==> src/rtl/state_sequencer_pkg.sv <==
// Shared definitions for the instruction-cycle sequencer: state encoding and
// default retired-counter width.
package state_sequencer_pkg;

  localparam int CNT_W_DEFAULT = 16;

  typedef enum logic [2:0] {
    ST_HALTED  = 3'd0,
    ST_FETCH   = 3'd1,
    ST_DECODE  = 3'd2,
    ST_OPERAND = 3'd3,
    ST_EXEC    = 3'd4,
    ST_WRITE   = 3'd5
  } state_t;

  // Post-reset state: running machines come up fetching, others wait for start.
  function automatic state_t reset_state(input bit run);
    return run ? ST_FETCH : ST_HALTED;
  endfunction

endpackage

==> src/rtl/state_sequencer_phase_divider.sv <==
// Divide-by-two phase generator. cdiv toggles on every edge while the machine
// runs and is parked low while halted; the advance strobe marks edges where
// cdiv is high before the edge, i.e. the second half of each machine state.
module phase_divider (
  input  logic i_clk,
  input  logic i_nreset,
  input  logic i_halted,
  output logic o_cdiv,
  output logic o_ncdiv,
  output logic o_adv
);

  logic r_cdiv;

  // Toggle while running; clear on the halting edge and hold low in HALTED.
  always_ff @(posedge i_clk or negedge i_nreset) begin
    if (!i_nreset) begin
      r_cdiv <= 1'b0;
    end else if (i_halted) begin
      r_cdiv <= 1'b0;
    end else begin
      r_cdiv <= ~r_cdiv;
    end
  end

  assign o_cdiv  = r_cdiv;
  assign o_ncdiv = ~r_cdiv;
  assign o_adv   = r_cdiv & ~i_halted;

endmodule

==> src/rtl/state_sequencer.sv <==
// Instruction-cycle sequencer with divided clock phase and retired counter.
//
//   state   | meaning
//   --------+---------------------------------------------------------
//   HALTED  | stopped, cdiv parked low, stop request asserted
//   FETCH   | fetching opcode word, stretched by mem_wait
//   DECODE  | decoding, chooses operand fetch or direct execute
//   OPERAND | fetching operand word, stretched by mem_wait
//   EXEC    | executing; a halt instruction retires and stops here
//   WRITE   | write-back; retires the instruction on exit
module state_sequencer #(
  parameter int CNT_W     = state_sequencer_pkg::CNT_W_DEFAULT,
  parameter bit RESET_RUN = 1'b1
) (
  input  logic             clk,
  input  logic             nreset,
  input  logic             start,
  input  logic             halt,
  input  logic             mem_wait,
  input  logic             two_word,
  output logic             cdiv,
  output logic             ncdiv,
  output logic             st_fetch,
  output logic             st_decode,
  output logic             st_operand,
  output logic             st_exec,
  output logic             st_write,
  output logic             nstop_req,
  output logic [CNT_W-1:0] retired
);

  import state_sequencer_pkg::*;

  localparam state_t ST_RESET = reset_state(RESET_RUN);

  state_t           r_state;
  state_t           w_state_nxt;
  logic             w_halted;
  logic             w_adv;
  logic             w_retire;
  logic [CNT_W-1:0] r_retired;

  assign w_halted = (r_state == ST_HALTED);

  phase_divider u_phase_divider (
    .i_clk    (clk),
    .i_nreset (nreset),
    .i_halted (w_halted),
    .o_cdiv   (cdiv),
    .o_ncdiv  (ncdiv),
    .o_adv    (w_adv)
  );

  // State register.
  always_ff @(posedge clk or negedge nreset) begin
    if (!nreset) begin
      r_state <= ST_RESET;
    end else begin
      r_state <= w_state_nxt;
    end
  end

  // Next-state logic and retire strobe; leaving HALTED is not phase-gated.
  always_comb begin
    w_state_nxt = r_state;
    w_retire    = 1'b0;
    case (r_state)
      ST_HALTED: begin
        if (start) w_state_nxt = ST_FETCH;
      end
      ST_FETCH: begin
        if (w_adv && !mem_wait) w_state_nxt = ST_DECODE;
      end
      ST_DECODE: begin
        if (w_adv) w_state_nxt = two_word ? ST_OPERAND : ST_EXEC;
      end
      ST_OPERAND: begin
        if (w_adv && !mem_wait) w_state_nxt = ST_EXEC;
      end
      ST_EXEC: begin
        if (w_adv) begin
          if (halt) begin
            w_state_nxt = ST_HALTED;
            w_retire    = 1'b1;
          end else begin
            w_state_nxt = ST_WRITE;
          end
        end
      end
      ST_WRITE: begin
        if (w_adv) begin
          w_state_nxt = ST_FETCH;
          w_retire    = 1'b1;
        end
      end
      default: begin
        w_state_nxt = ST_RESET;
      end
    endcase
  end

  // Retired-instruction counter, wraps naturally at all-ones.
  always_ff @(posedge clk or negedge nreset) begin
    if (!nreset) begin
      r_retired <= '0;
    end else if (w_retire) begin
      r_retired <= r_retired + CNT_W'(1);
    end
  end

  assign retired    = r_retired;
  assign st_fetch   = (r_state == ST_FETCH);
  assign st_decode  = (r_state == ST_DECODE);
  assign st_operand = (r_state == ST_OPERAND);
  assign st_exec    = (r_state == ST_EXEC);
  assign st_write   = (r_state == ST_WRITE);
  assign nstop_req  = ~w_halted;

endmodule

==> config.mk <==
export PLATFORM = sky130hd
export DESIGN_NAME = state_sequencer
export DESIGN_NICKNAME = d
export VERILOG_FILES = /design/src/rtl/state_sequencer_pkg.sv /design/src/rtl/state_sequencer_phase_divider.sv /design/src/rtl/state_sequencer.sv
export SDC_FILE = /design/constraint.sdc
export NUM_CORES = 1
export LEC_CHECK = 0
export CORE_UTILIZATION = 42
export CTS_CLUSTER_DIAMETER = 100
export DETAILED_ROUTE_END_ITERATION = 10
export PLACE_DENSITY = 0.85
export SLEW_MARGIN = 5
export SYNTH_ARGS = -nofsm -noshare
export SYNTH_HDL_FRONTEND = slang
export SYNTH_SLANG_ARGS = --single-unit
==> constraint.sdc <==
create_clock -name clk -period 1.4 [get_ports clk]
set_clock_uncertainty 0.1 [all_clocks]
set_input_delay 0.21 -clock clk [delete_from_list [all_inputs] [get_ports clk]]
set_output_delay 0.21 -clock clk [all_outputs]
set_load 0.005 [all_outputs]
# After elaboration in Yosys (flattened, before gate mapping)
# Index checks and enable logic that the tools add are counted.
# totals
regBits	20
in_bits	6
out_inout_bits	24
word_cells	36
# classes
n_addsub	1
n_eq_ne	11
mux	14
bitwise	3
n_reduce_logical	4
# op_table
cell	n
$mux W3	8
$pmux W3 S6	1
$add A16 B1 Y16 const B	1
$ne A2 B1 Y1 const B	5
$eq A3 B2 Y1 const B	2
$eq A3 B3 Y1 const B	2
$reduce_and A6 Y1	1
$mux W1	4
$eq A3 B1 Y1 const B	1
$logic_not A3 Y1	1
$ne A2 B2 Y1 const B	1
$not A1 Y1	2
$pmux W1 S2	1
$and A1 B1 Y1	1
$logic_and A1 B1 Y1	1
$logic_not A1 Y1	1

# Longest topological paths before layout
# depth
ltp_word	6
depth_mapped	6
depth_no_buf	5

# Modules after synthesis
# From an unflattened synthesis, not the netlist that was laid out.
# hier_totals
hier_cells	96
hier_area_um2	1011.0
# by_module_without_submodules
mod	instances	cells_per_inst	area_each_um2	seq_area_each_um2
state_sequencer	1	92	969.7	476.7
phase_divider	1	4	41.3	25.0

# Worst setup path before layout
# OpenSTA, ideal clock, no wires.
# synth_timing
path_type	reg-to-reg
start	register r_state[1]
end	register r_retired[11], in the netlist retired[11]
setup_ps	123
arrival_time_ps	1262
required_time_ps	1177
slack_ps	-86
path_stages_with_launch	6
n_path_buf	1
period_less_slack_ps	1486
cell_sequence	dfrtp_1 > buf_6 > nand2b_4 > nor4_4 > nand4_1 > xnor2_1
# synth_between
elab_chain_len	5
elab_cells_between_ends	8
classes_between	eq/ne: 2; mux: 3; bitwise: 2; reduce/logical: 1
# synth_rtl
item	line	rtl
start: declaration	state_sequencer.sv:36	state_t r_state;
start signal: assignment	state_sequencer.sv:59	r_state <= w_state_nxt;
$logic_not A3 Y1	state_sequencer.sv:43	assign w_halted = (r_state == ST_HALTED);
$not A1 Y1	state_sequencer_phase_divider.sv:28	assign o_adv = r_cdiv & ~i_halted;
$and A1 B1 Y1	state_sequencer_phase_divider.sv:28	
$mux W1 (on tied branches)	state_sequencer.sv:91, state_sequencer.sv:81	
$pmux W1 S2 (*)	state_sequencer.sv:67	case (r_state)
end signal: assignment	state_sequencer.sv:107	r_retired <= r_retired + CNT_W'(1);
end: declaration	state_sequencer.sv:41	logic [CNT_W-1:0] r_retired;
# Mark *: on every way between the ends. The rest lies on a longest branch, timed or not.
# A chain may end at the register's enable or synchronous reset.

# Worst setup path after layout
# layout_timing
start	register r_state[1]
end	register r_retired[5], in the netlist retired[5]
# The elaborated chain is that of the path after synthesis.

==> impl.org <==
** Outcome
- Status :: finished, violations left
- The checks that failed: setup timing.

** Synthesis
- Number of distinct library cell variants in the gate-level netlist after synthesis :: 37
- Register area share after synthesis :: 47.4%
- During synthesis, Yosys emitted a total of 0 warnings.
- After Yosys synthesis, XOR and XNOR cells account for about 12% of the synthesized area.
- EDFF count, synth :: 0
- Counting flops with an async set or reset pin after synthesis yields a share of 100%.
- The synthesized design contains 20 register bits.
- After synthesis, the cell types taking the most area are dfrtp_1 45%, xnor2_1 11%, nand3_1 3.3%, nand2_1 3.2%, dfstp_2 2.5%.
- Syn Inst Count :: roughly 100
- Among all flip-flop cells after synthesis, the most frequent one is dfrtp_1.
- The synthesized design spends more area on one cell type than any other, namely dfrtp_1.
- Fraction of the mapped netlist area in compound gates :: between 7 and 8%
- Of the total synthesized cell area, the portion taken by AND, OR, NAND and NOR gates is about a quarter.
- After synthesis, the largest family of logic cells by area is simple AND/OR/NAND/NOR gates.
- The number of nets handed over by synthesis was 108.
- Post-synthesis adder-cell area fraction :: under 10%
- After synthesis the cells add up to ~1100 um2.
- Of the post-synthesis cell area, the part taken by muxes is ~2.0%.
- Post-synth top area share :: 44.9%
- Dividing the synthesized area by the synthesized cell count gives around 10 um2.

** Routing
- Initial DRC count :: 28
- Final Routed Wirelength :: around 3200 um
- Routed Antenna Nets :: 0
- For this run, design rule violations remaining after detail routing come to 0.
- The pre-antenna-repair detailed-routing pass consisted of 4 iterations.
- Via density :: 5.21
- Drt wl/cell :: between 15 and 20 um
- Total number of vias :: between 1000 and 1500

** Clocking
- CTS tree :: done
- CTS saw 20 sinks.
- Clock root buffer :: clkbuf_4
- Clock buffer count from CTS :: 3
- For the worst-skew pair, the clock arrives at the later sink with an insertion delay of approximately 300 ps.
- Number of buffers inserted by hold repair at cts :: 0
- In this run the deepest clock path goes through 2 buffers.
- Clock slew at the register clock pins of the worst setup and hold paths :: approximately 110 ps
- H-tree depth :: 1

** Setup path
- Register-to-Register Path Depth :: 6
- The slowest stage of the critical path belongs to the cell dfrtp_2.
- Crit start category :: flip-flop
- Worst path most repeated cell :: buf_6
- Longest individual stage delay on the worst path :: 460 ps
- In this run the worst path has a maximum fanout of 5.
- Critical path required time :: roughly 1500 ps
- The worst setup path is captured at a flip-flop.
- Cell chain of the critical path :: buf_6, buf_6, nand2b_4, nor4_4, nand3_1, xnor2_1
- By startpoint and endpoint, the worst setup path is classified as reg2reg.
- STA puts the critical path data arrival time at 1770 ps.

** Global route
- Across every metal layer, demand over resource in global routing totals a little over a quarter.
- The initial antenna violation count is 0.
- Total gr overflow :: 0
- Wire length of the first global-routing pass :: roughly 5200 um
- Entering global routing, the biggest net connects 21 pins.
- The number of global-route vias before repair came to 1110.

** Final layout
- Proportion of layout cells with a drive suffix above 1 :: 45.6%
- Highest-count cells in the layout ignoring fill and taps :: 39 x buf_4, 18 x dfrtp_1, 16 x dlygate4sd2_1
- Final design utilization :: between 80% and 90%
- Compared with the post-synthesis result, the final layout area differs by 74.3%.
- Leaving out fill and tap cells, the most frequent cell in the layout is buf_4.
- Antenna Cells :: 0
- Once layout is done, the placed cells without fillers occupy 1850 um2.
- Leaving out filler cells and counting taps, the final layout contains ~210.
- Layout Nets :: roughly 190

** Placed design
- After detailed placement, the total cell area comes to 1490 um2.
- The wire-length estimate of the detail-placed layout is about 1800 um.
- The congestion estimate from routability-driven global placement came to roughly 0.76.
- Placed Cells incl. Taps :: ~170
- In this run the tool buffered the top-level ports with 29 buffer cells.

** STA
- Post-route clock period utilization :: 119%
- Relative slew slack :: 77.6%
- Setup repair after global routing missed its margin :: yes
- Number of max-slew violations in the final report :: 0
- Total negative setup slack :: -4920 ps
- Slew @ Worst Pin :: 334 ps
- Counting I/O delays and the setup requirement, the final critical path takes roughly 1700 ps.
- The final count of hold timing violations came to 0.
- Setup violations remaining at the end of the flow were counted as 25.
- Final worst slack :: -260 ps
- Upper clock frequency limit :: 0.603 GHz

** Floorplan
- The die covers approximately 2700 um2.
- The initial utilization of the core area, before any placement, comes to a little under half.
- Height of the chip :: 52.2 um
- After floorplanning, the core was divided into 17 placement rows.
- The region available for standard cell placement spans about 2300 um2.
- Number of top-level pins :: 30
- Die width :: 52.2 um

** Power and ir drop
- Total Power Consumption :: about 2.8 mW
- For this design the static power due to leakage is ~0.9 nW.
- Across the VDD grid, the largest voltage drop is approximately 1.2 mV.
- Power density relative to cell area :: 1540 nW/um2

** Job
- Max-Cap Viols :: 0

** Hold path
- Min-delay worst type :: in2async
==> flip-flops by register name, indices dropped and copies added, names as in the netlist <==
| name | count |
|---|---|
| u_phase_divider.o_cdiv | 1 |
| r_state | 3 |
| retired | 16 |
==> repair_timing <==
action | CTS | global route
gates cloned | 0 | 0
setup buffers | 33 | 2
endpoints found under the setup margin | 42 | 27
gates resized for setup | 69 | 7
pin swaps | 19 | 9
==> area by class of cell <==
cell class | instances | area [um2]
inverters | 4 | 17.5
flip-flops and latches | 20 | 503
fillers | 158 | 452
clock buffers | 4 | 26.3
multi-input cells | 72 | 601
well taps | 28 | 35.0
repair buffers | 80 | 663
==> worst max-delay path: cells and delay by family, from the launching register on <==
kind / cells / cell delay (ps)
simple gates: 3 / 630
buf+inv: 2 / 240
flops: 1 / 460
xor+xnor: 1 / 140
==> metal layers <==
| layer | wire, um | part of all wire [%] | global-route usage (%) | vias up |
|---|---|---|---|---|
| met4 | 36 | 1.1 | 6.58 | 0 |
| met3 | 158 | 4.9 | 5.22 | 7 |
| met2 | 1790 | 56 | 53.8 | 41 |
| li1 | - | - | - | 512 |
| met5 | 0 | 0 | 0 | - |
| met1 | 1220 | 38 | 29.4 | 523 |
==> path summary, 6_finish.rpt <==
path / from / endpoint / slack, ps
setup / recovery: r_state[1]$_DFFE_PN0P_ / retired[5]$_DFFE_PN0P_ / -260
hold / removal: nreset / retired[5]$_DFFE_PN0P_ / 120
setup reg to reg: r_state[1]$_DFFE_PN0P_ / retired[5]$_DFFE_PN0P_ / -260
hold reg to reg: retired[11]$_DFFE_PN0P_ / retired[11]$_DFFE_PN0P_ / 400
max in group asynchronous: nreset / r_state[0]$_DFFE_PN1P_ / 800
min in group clk: retired[11]$_DFFE_PN0P_ / retired[11]$_DFFE_PN0P_ / 400
==> through the flow <==
step	setup slack [ps]	hold WS, ps
detailed placement	-343	378
finish	-260	125
global placement	-312	360
CTS	-248	129
floorplan	-29.2	-186
global route	-337	130
==> synth_stat cells, types with 2 or more instances <==
cell type / instances
and3_1: 4
nor3_1: 2
nor3b_1: 3
nand2b_1: 2
clkbuf_1: 2
nand2_1: 9
inv_1: 4
nor2_1: 4
xnor2_1: 13
buf_2: 2
o21ai_0: 2
nand4_1: 4
nand3_1: 7
xor2_1: 2
dfrtp_1: 19
==> cell families (layout without fill, tap and decap cells) <==
| family | count (synthesis) | after routing |
|---|---|---|
| xor gates and xnor gates | 15 | 15 |
| muxes | 2 | 2 |
| AOI/OAI and AO/OA | 11 | 11 |
| and+or+nand+nor | 43 | 43 |
| adders and majority gates | 1 | 1 |
| DFF | 20 | 20 |
| buffers and inverters | 9 | 88 |
==> power breakdown <==
| part | internal [mW] | total [mW] | switching (mW) |
|---|---|---|---|
| clock network | 0.111 | 0.286 | 0.175 |
| logic | 1.01 | 1.75 | 0.742 |
| registers | 0.703 | 0.812 | 0.109 |
(Power assumes the default switching activity.)
